--- src/rtl/vector_store_handler.sv ---
// Vector store sequencer: captures a LANES-wide vector plus base address and
// writes one memory word per lane at consecutive addresses, stalling the pipeline meanwhile.
module vector_store_handler #(
    parameter int DATA_WIDTH = 16,
    parameter int LANES      = 16,
    parameter int ADDR_WIDTH = 19
) (
    input  logic                          clk,
    input  logic                          rst_n,
    input  logic                          start,
    input  logic [ADDR_WIDTH-1:0]         base_addr,
    input  logic [LANES*DATA_WIDTH-1:0]   vector_in,
    input  logic                          mem_ready,
    output logic                          mem_we,
    output logic [ADDR_WIDTH-1:0]         mem_addr,
    output logic [DATA_WIDTH-1:0]         mem_wdata,
    output logic                          block_pipe,
    output logic                          done,
    output logic [1:0]                    state_dbg
);

    localparam int IDX_W = $clog2(LANES);

    typedef enum logic [1:0] {
        IDLE  = 2'd0,
        STORE = 2'd1,
        DONE  = 2'd2
    } state_t;

    state_t                        state_q, state_d;
    logic [IDX_W-1:0]              idx_q, idx_d;
    logic [ADDR_WIDTH-1:0]         base_q, base_d;
    logic [LANES*DATA_WIDTH-1:0]   vec_q, vec_d;

    logic [DATA_WIDTH-1:0]         lane_arr [LANES];
    logic [IDX_W-1:0]              lane_sel;

    for (genvar g = 0; g < LANES; g++) begin : g_lanes
        assign lane_arr[g] = vec_q[g*DATA_WIDTH +: DATA_WIDTH];
    end

    always_ff @(posedge clk) begin
        if (!rst_n) begin
            state_q <= IDLE;
            idx_q   <= '0;
            base_q  <= '0;
            vec_q   <= '0;
        end else begin
            state_q <= state_d;
            idx_q   <= idx_d;
            base_q  <= base_d;
            vec_q   <= vec_d;
        end
    end

    // Memory handshake: a write is presented while mem_we=1 and completes on
    // the rising edge where mem_ready=1; until then addr/data stay unchanged.
    always_comb begin
        state_d    = state_q;
        idx_d      = idx_q;
        base_d     = base_q;
        vec_d      = vec_q;
        mem_we     = 1'b0;
        done       = 1'b0;
        block_pipe = 1'b0;
        case (state_q)
            IDLE: begin
                block_pipe = start;
                if (start) begin
                    base_d  = base_addr;
                    vec_d   = vector_in;
                    idx_d   = '0;
                    state_d = STORE;
                end
            end
            STORE: begin
                mem_we     = 1'b1;
                block_pipe = 1'b1;
                if (mem_ready) begin
                    idx_d = idx_q + IDX_W'(1);
                    if (idx_q == IDX_W'(LANES - 1)) begin
                        state_d = DONE;
                    end
                end
            end
            DONE: begin
                // start is still the same instruction here, so it is not sampled.
                done    = 1'b1;
                state_d = IDLE;
            end
            default: begin
                state_d = IDLE;
            end
        endcase
    end

    // Outside STORE the write port shows lane 0 at base_q so it stays deterministic.
    assign lane_sel  = (state_q == STORE) ? idx_q : '0;
    assign mem_addr  = base_q + {{(ADDR_WIDTH-IDX_W){1'b0}}, lane_sel};
    assign mem_wdata = lane_arr[lane_sel];
    assign state_dbg = state_q;

endmodule

--- config.mk ---
export PLATFORM = sky130hd
export DESIGN_NAME = vector_store_handler
export DESIGN_NICKNAME = d
export VERILOG_FILES = /design/src/rtl/vector_store_handler.sv
export SDC_FILE = /design/constraint.sdc
export NUM_CORES = 1
export LEC_CHECK = 0
export BUFFER_PORTS_ARGS = -buffer_cell sky130_fd_sc_hd__clkbuf_2
export CAP_MARGIN = 20
export CELL_PAD_IN_SITES_DETAIL_PLACEMENT = 1
export CELL_PAD_IN_SITES_GLOBAL_PLACEMENT = 2
export CORE_UTILIZATION = 33
export CTS_CLUSTER_SIZE = 25
export DETAILED_ROUTE_END_ITERATION = 7
export GPL_TIMING_DRIVEN = 0
export PLACE_DENSITY_LB_ADDON = 0.3
export SYNTH_ARGS = -nofsm -noshare
export SYNTH_HDL_FRONTEND = slang
export SYNTH_SLANG_ARGS = --single-unit
--- constraint.sdc ---
create_clock -name clk -period 2.7 [get_ports clk]
set_input_delay 0.27 -clock clk [delete_from_list [all_inputs] [get_ports clk]]
set_output_delay 0.27 -clock clk [all_outputs]
set_load 0.03 [all_outputs]
# ---- Yosys cells after proc, flatten, opt, wreduce, memory -nomap -nowiden
# Cells that the tools add are included.
dict set report word_totals {
  ff_bits 281
  latch_bits 0
  ramBits 0
  rom_bits 0
  inputBits 279
  out_inout_bits 40
  n_memories 0
}
dict set report classes {
  n_addsub 2
  n_mul 0
  div 0
  n_lt_le_gt_ge 1
  n_eq_ne 6
  shift 0
  muxes 14
  bitwise_logic 1
  n_reduce_logical 5
}
# op n
set op_table {}
lappend op_table {{16-bit binary-select mux with 4-bit select} 1}
lappend op_table {{16-bit two-way mux} 2}
lappend op_table {{19-bit by 4-bit adder with 19-bit output} 1}
lappend op_table {{4-bit two-way mux} 3}
lappend op_table {{4-bit one-hot mux with 2 select lines} 1}
lappend op_table {{2-bit two-way mux} 3}
lappend op_table {{2-bit inequality test, second input constant} 3}
lappend op_table {{3-bit AND reduction} 2}
lappend op_table {{5-bit >= comparator, second input constant} 1}
lappend op_table {{4-bit NOT with 5-bit output} 1}
lappend op_table {{4-bit by 1-bit adder with 4-bit output, second input constant} 1}
lappend op_table {{4-bit equality test, second input constant} 1}
lappend op_table {{2-bit one-hot mux with 2 select lines} 1}
lappend op_table {{2-bit by 1-bit equality test with 1-bit output, second input constant} 1}
lappend op_table {{2-bit equality test, second input constant} 1}
lappend op_table {{2-bit zero test} 1}
lappend op_table {{1-bit two-way mux} 2}
lappend op_table {{1-bit one-hot mux with 2 select lines} 1}
lappend op_table {{2-bit AND reduction} 1}
lappend op_table {{2-bit nonzero test} 1}

# ---- Logic depth before layout (Yosys ltp)
dict set report logic_depth {
  ltp_word 6
  ltp_mapped 10
}

# ---- Worst setup path before layout
# OpenSTA, ideal clock, no wires.
dict set report synth_path {
  path_type {reg2out}
  from {register state_q[1] (netlist: state_dbg[1])}
  to {output mem_addr[16]}
  arrival_time_ns 2.905
  required_ns 2.430
  slack_ns -0.475
  stages_incl_launch_ff 11
  n_path_buf 3
  cell_sequence {dfxtp_1 > buf_4 > buf_6 > nand3b_1 > clkbuf_1 > inv_1 > fa_1 > a21o_1 > a41oi_1 > nor4_1 > xnor2_1}
}
dict set report synth_via {
  elab_chain_cells 3
}
# item line_no
set synth_rtl {}
lappend synth_rtl {{from (decl)} 30} ;# state_t state_q, state_d;
lappend synth_rtl {{from (signal assigned)} 49} ;# state_q <= state_d;
lappend synth_rtl {{2-bit by 1-bit equality test with 1-bit output} 98} ;# assign lane_sel = (state_q == STORE) ? idx_q : '0;
lappend synth_rtl {{4-bit two-way mux} 98}
lappend synth_rtl {{19-bit by 4-bit adder with 19-bit output} 99} ;# assign mem_addr = base_q + {{(ADDR_WIDTH-IDX_W){1'b0}}, lane_sel};
lappend synth_rtl {{to (decl)} 15} ;# output logic [ADDR_WIDTH-1:0] mem_addr,
# No other way between the ends.

# ---- Worst setup path after layout
dict set report layout_path {
  from {register state_q[1] (netlist: state_dbg[1])}
  to {output mem_addr[6]}
}
# Same word-level chain as after synthesis.

==> metrics.cfg <==
[worst_setup_path]
cp_slowest_cell=fa_2
path_delay_family=compound AO/OA/AOI/OAI gates
path_buf_inv=3
startpoint_type=flip-flop
cp_slowest_stage_delay_ps=370
cp.arrival_ps=3040
worstSetupStartpoint=state_dbg[1]$_SDFFE_PN0P_
path_class=reg2out
r2r_start=state_dbg[1]$_SDFFE_PN0P_
cp.depth=10
crit_top_cell=buf_8
cp.required_ps=2430
reg2reg_depth=7
crit_fanout=4
worstPathCellList=and2b_2 -> buf_8 -> and2_4 -> ha_4 -> fa_2 -> a21o_4 -> a41oi_4 -> buf_6 -> xnor2_4 -> buf_8
cp-end-kind=output pin

[timing]
setup_ws_ps=-611.9
worst_slew_pin_slew_ps=723.1
final-hold-violation-count=0
rsz0062_at_grt=true
maxSlewViolCount=0
fmax_ghz=0.3019
relSlewSlack=0.5129
fin_skew_ps=9.323
min_period_ps=3312
setup_viol=33
whs_ps=30.21
min_period_over_period=1.227
setup_tns_ps=-11670

[yosys]
synthTopCellsByCount=dfxtp_1 (281), a22o_1 (274), buf_2 (67)
synthFlopType=dfxtp_1
syn_nets=1278
syn_area_per_cell_um2=11.40
ys_top_cells_by_area=dfxtp_1 (50%), a22o_1 (21%), mux2i_1 (4.3%)
yosysMostFrequentCell=dfxtp_1
synth_top_cell_by_area=dfxtp_1
yosys.cell_types.count=48
ys_seq_area_frac=0.4969
syn_inst=993
synth_edf_count=0
yosysWarnings=0
synth.cell_area_um2=11320
ys_seq_elements=281
postSynth.asyncResetShare=0
synth_top_area_share=0.4969

[cts]
htree_levels=1
cts_tree=built
root_buffer=clkbuf_16
clockBufferDepth=3
numClockSinks=281
numCtsBuffers=31
insertion_delay_ps=560
clkTransAtPathRegs_ps=60

[grt]
gr-total-overflow=0
grt_usage=0.2912
grt_max_degree=15
grt_first_pass_wirelength_um=78860
grt_pass1_vias=12920
antenna_found_initial=7

[route]
drcViolationCount=0
wl_per_cell_um=24.38
drt-vias-per-instance=5.463
met1_length_um=20940
wl_met3_um=2491
drtIter0Drc=634
drtAntennaViolNets=0
top_layer=met4
vias=11660
wl_met2_um=26240
drtPass1Iterations=5
routed_wl_um=52030

[final_layout]
finalNetCount=1941
syn_to_final_growth_pct=68.95
drive_above_1_share=0.3738
postLayoutCoreUtil=0.5690

[die]
die_h_um=187.2
die_area_um2=35060
start_util=0.3368
die_width_um=187.2
placementRows=67
io_pins=319
core_um2=33620

[placement]
gp_congestion=0.8206
port_buffers=318
place_hpwl_um=32510

[outcome]
violations=setup timing
outcome=complete, but fails checks

[worst_hold_path]
hp-start=mem_ready
hp-class=in2reg
whs_path_depth=3

[power_and_ir_drop]
ir_worst_vdd_mv=0.4469
power_uw=11010
leakage_uw=0.008171
power_density_nw_per_um2=575.7

[flow_run]
cap_viol_max_count=0

## flip-flops by register name, indices dropped and copies added, names as in the netlist
register   count
vec_q        256
idx_q          4
base_q        19
state_dbg      2
## metrics by stage
step | cell area, um^2 | std cells | setup WS (ps)
2_1_floorplan | 11410 | 993 | -100.6
3_5_place_dp | 13560 | 1759 | -676.7
5_1_grt | 19130 | 2134 | -630.6
3_3_place_gp | 13560 | 1759 | -657.7
6_report | 19130 | 2134 | -611.9
4_1_cts | 18760 | 2119 | -565.3
## power by group
| part | switching [uW] | internal [uW] |
|---|---|---|
| clock network | 1790 | 2790 |
| registers | 216 | 4450 |
| logic | 858 | 912 |
| total | 2870 | 8150 |
## cells in the final DEF (no fill, tap or decap), drive strengths merged, types with 3 or more instances in the layout
cell / n
dfxtp: 281
xnor2: 17
a311o: 16
o31ai: 16
nand3: 7
o221ai: 16
buf: 138
diode: 6
nand2: 26
a21oi: 18
o2bb2ai: 16
a221o: 16
ha: 5
clkbuf: 363
nand4: 5
and4: 3
dlygate4sd3: 276
and2: 3
o21ai: 7
nor2b: 17
and3b: 16
mux4: 16
inv: 3
mux2i: 49
clkinv: 8
bufinv: 5
a22o: 274
nor2: 23
a211oi: 16
## path summary, 6_finish.rpt
kind	slack, ps	to
worst min-delay path	30	idx_q[1]$_SDFFE_PN0P_
worst max register to register	470	vec_q[35]$_SDFFE_PN0P_
worst min register to register	480	vec_q[190]$_SDFFE_PN0P_
worst max-delay path	-610	mem_addr[6]
## per-layer routing
layer,track usage,up-vias
met4,0.1318,0
met3,0.03996,114
met2,0.5112,430
met1,0.3524,5867
met5,0,-
li1,-,5247
## timing repair
item                                    4_1_cts  5_1_grt
buffers inserted                             28       11
resized for setup                           220       75
pin swaps                                    46       41
gates cloned                                  0        2
endpoints found under the hold margin       276        0
hold buffers                                276        0
endpoints found under the setup margin       34       34
## layout make-up
cell class,instances,area [um^2]
antenna,6,15.01
buffer,103,686.9
clock buffer,43,900.9
clock inverter,14,197.7
fill,3509,14490
inverter,3,16.27
multi-input combinational,605,6196
sequential,281,5632
tap,448,560.5
timing repair buffer,631,4923
## worst reg2reg max path, cell delays in order, from the launching register on
cell and delay [ps]:
dfxtp_2 340, buf_6 130, buf_6 110, buf_4 160, nor3b_2 550, buf_2 390
buf_2 320, a22o_1 190
## cell families after synthesis
family                     share of synthesized area
AOI/OAI and AO/OA                             0.3031
and+or+nand+nor                              0.05570
muxes                                        0.07515
xor gates and xnor gates                     0.01470
DFF                                           0.4969
buffers and inverters                        0.04719
adders and majority gates                   0.007294
Note: power is estimated with default switching activity, not from simulation.
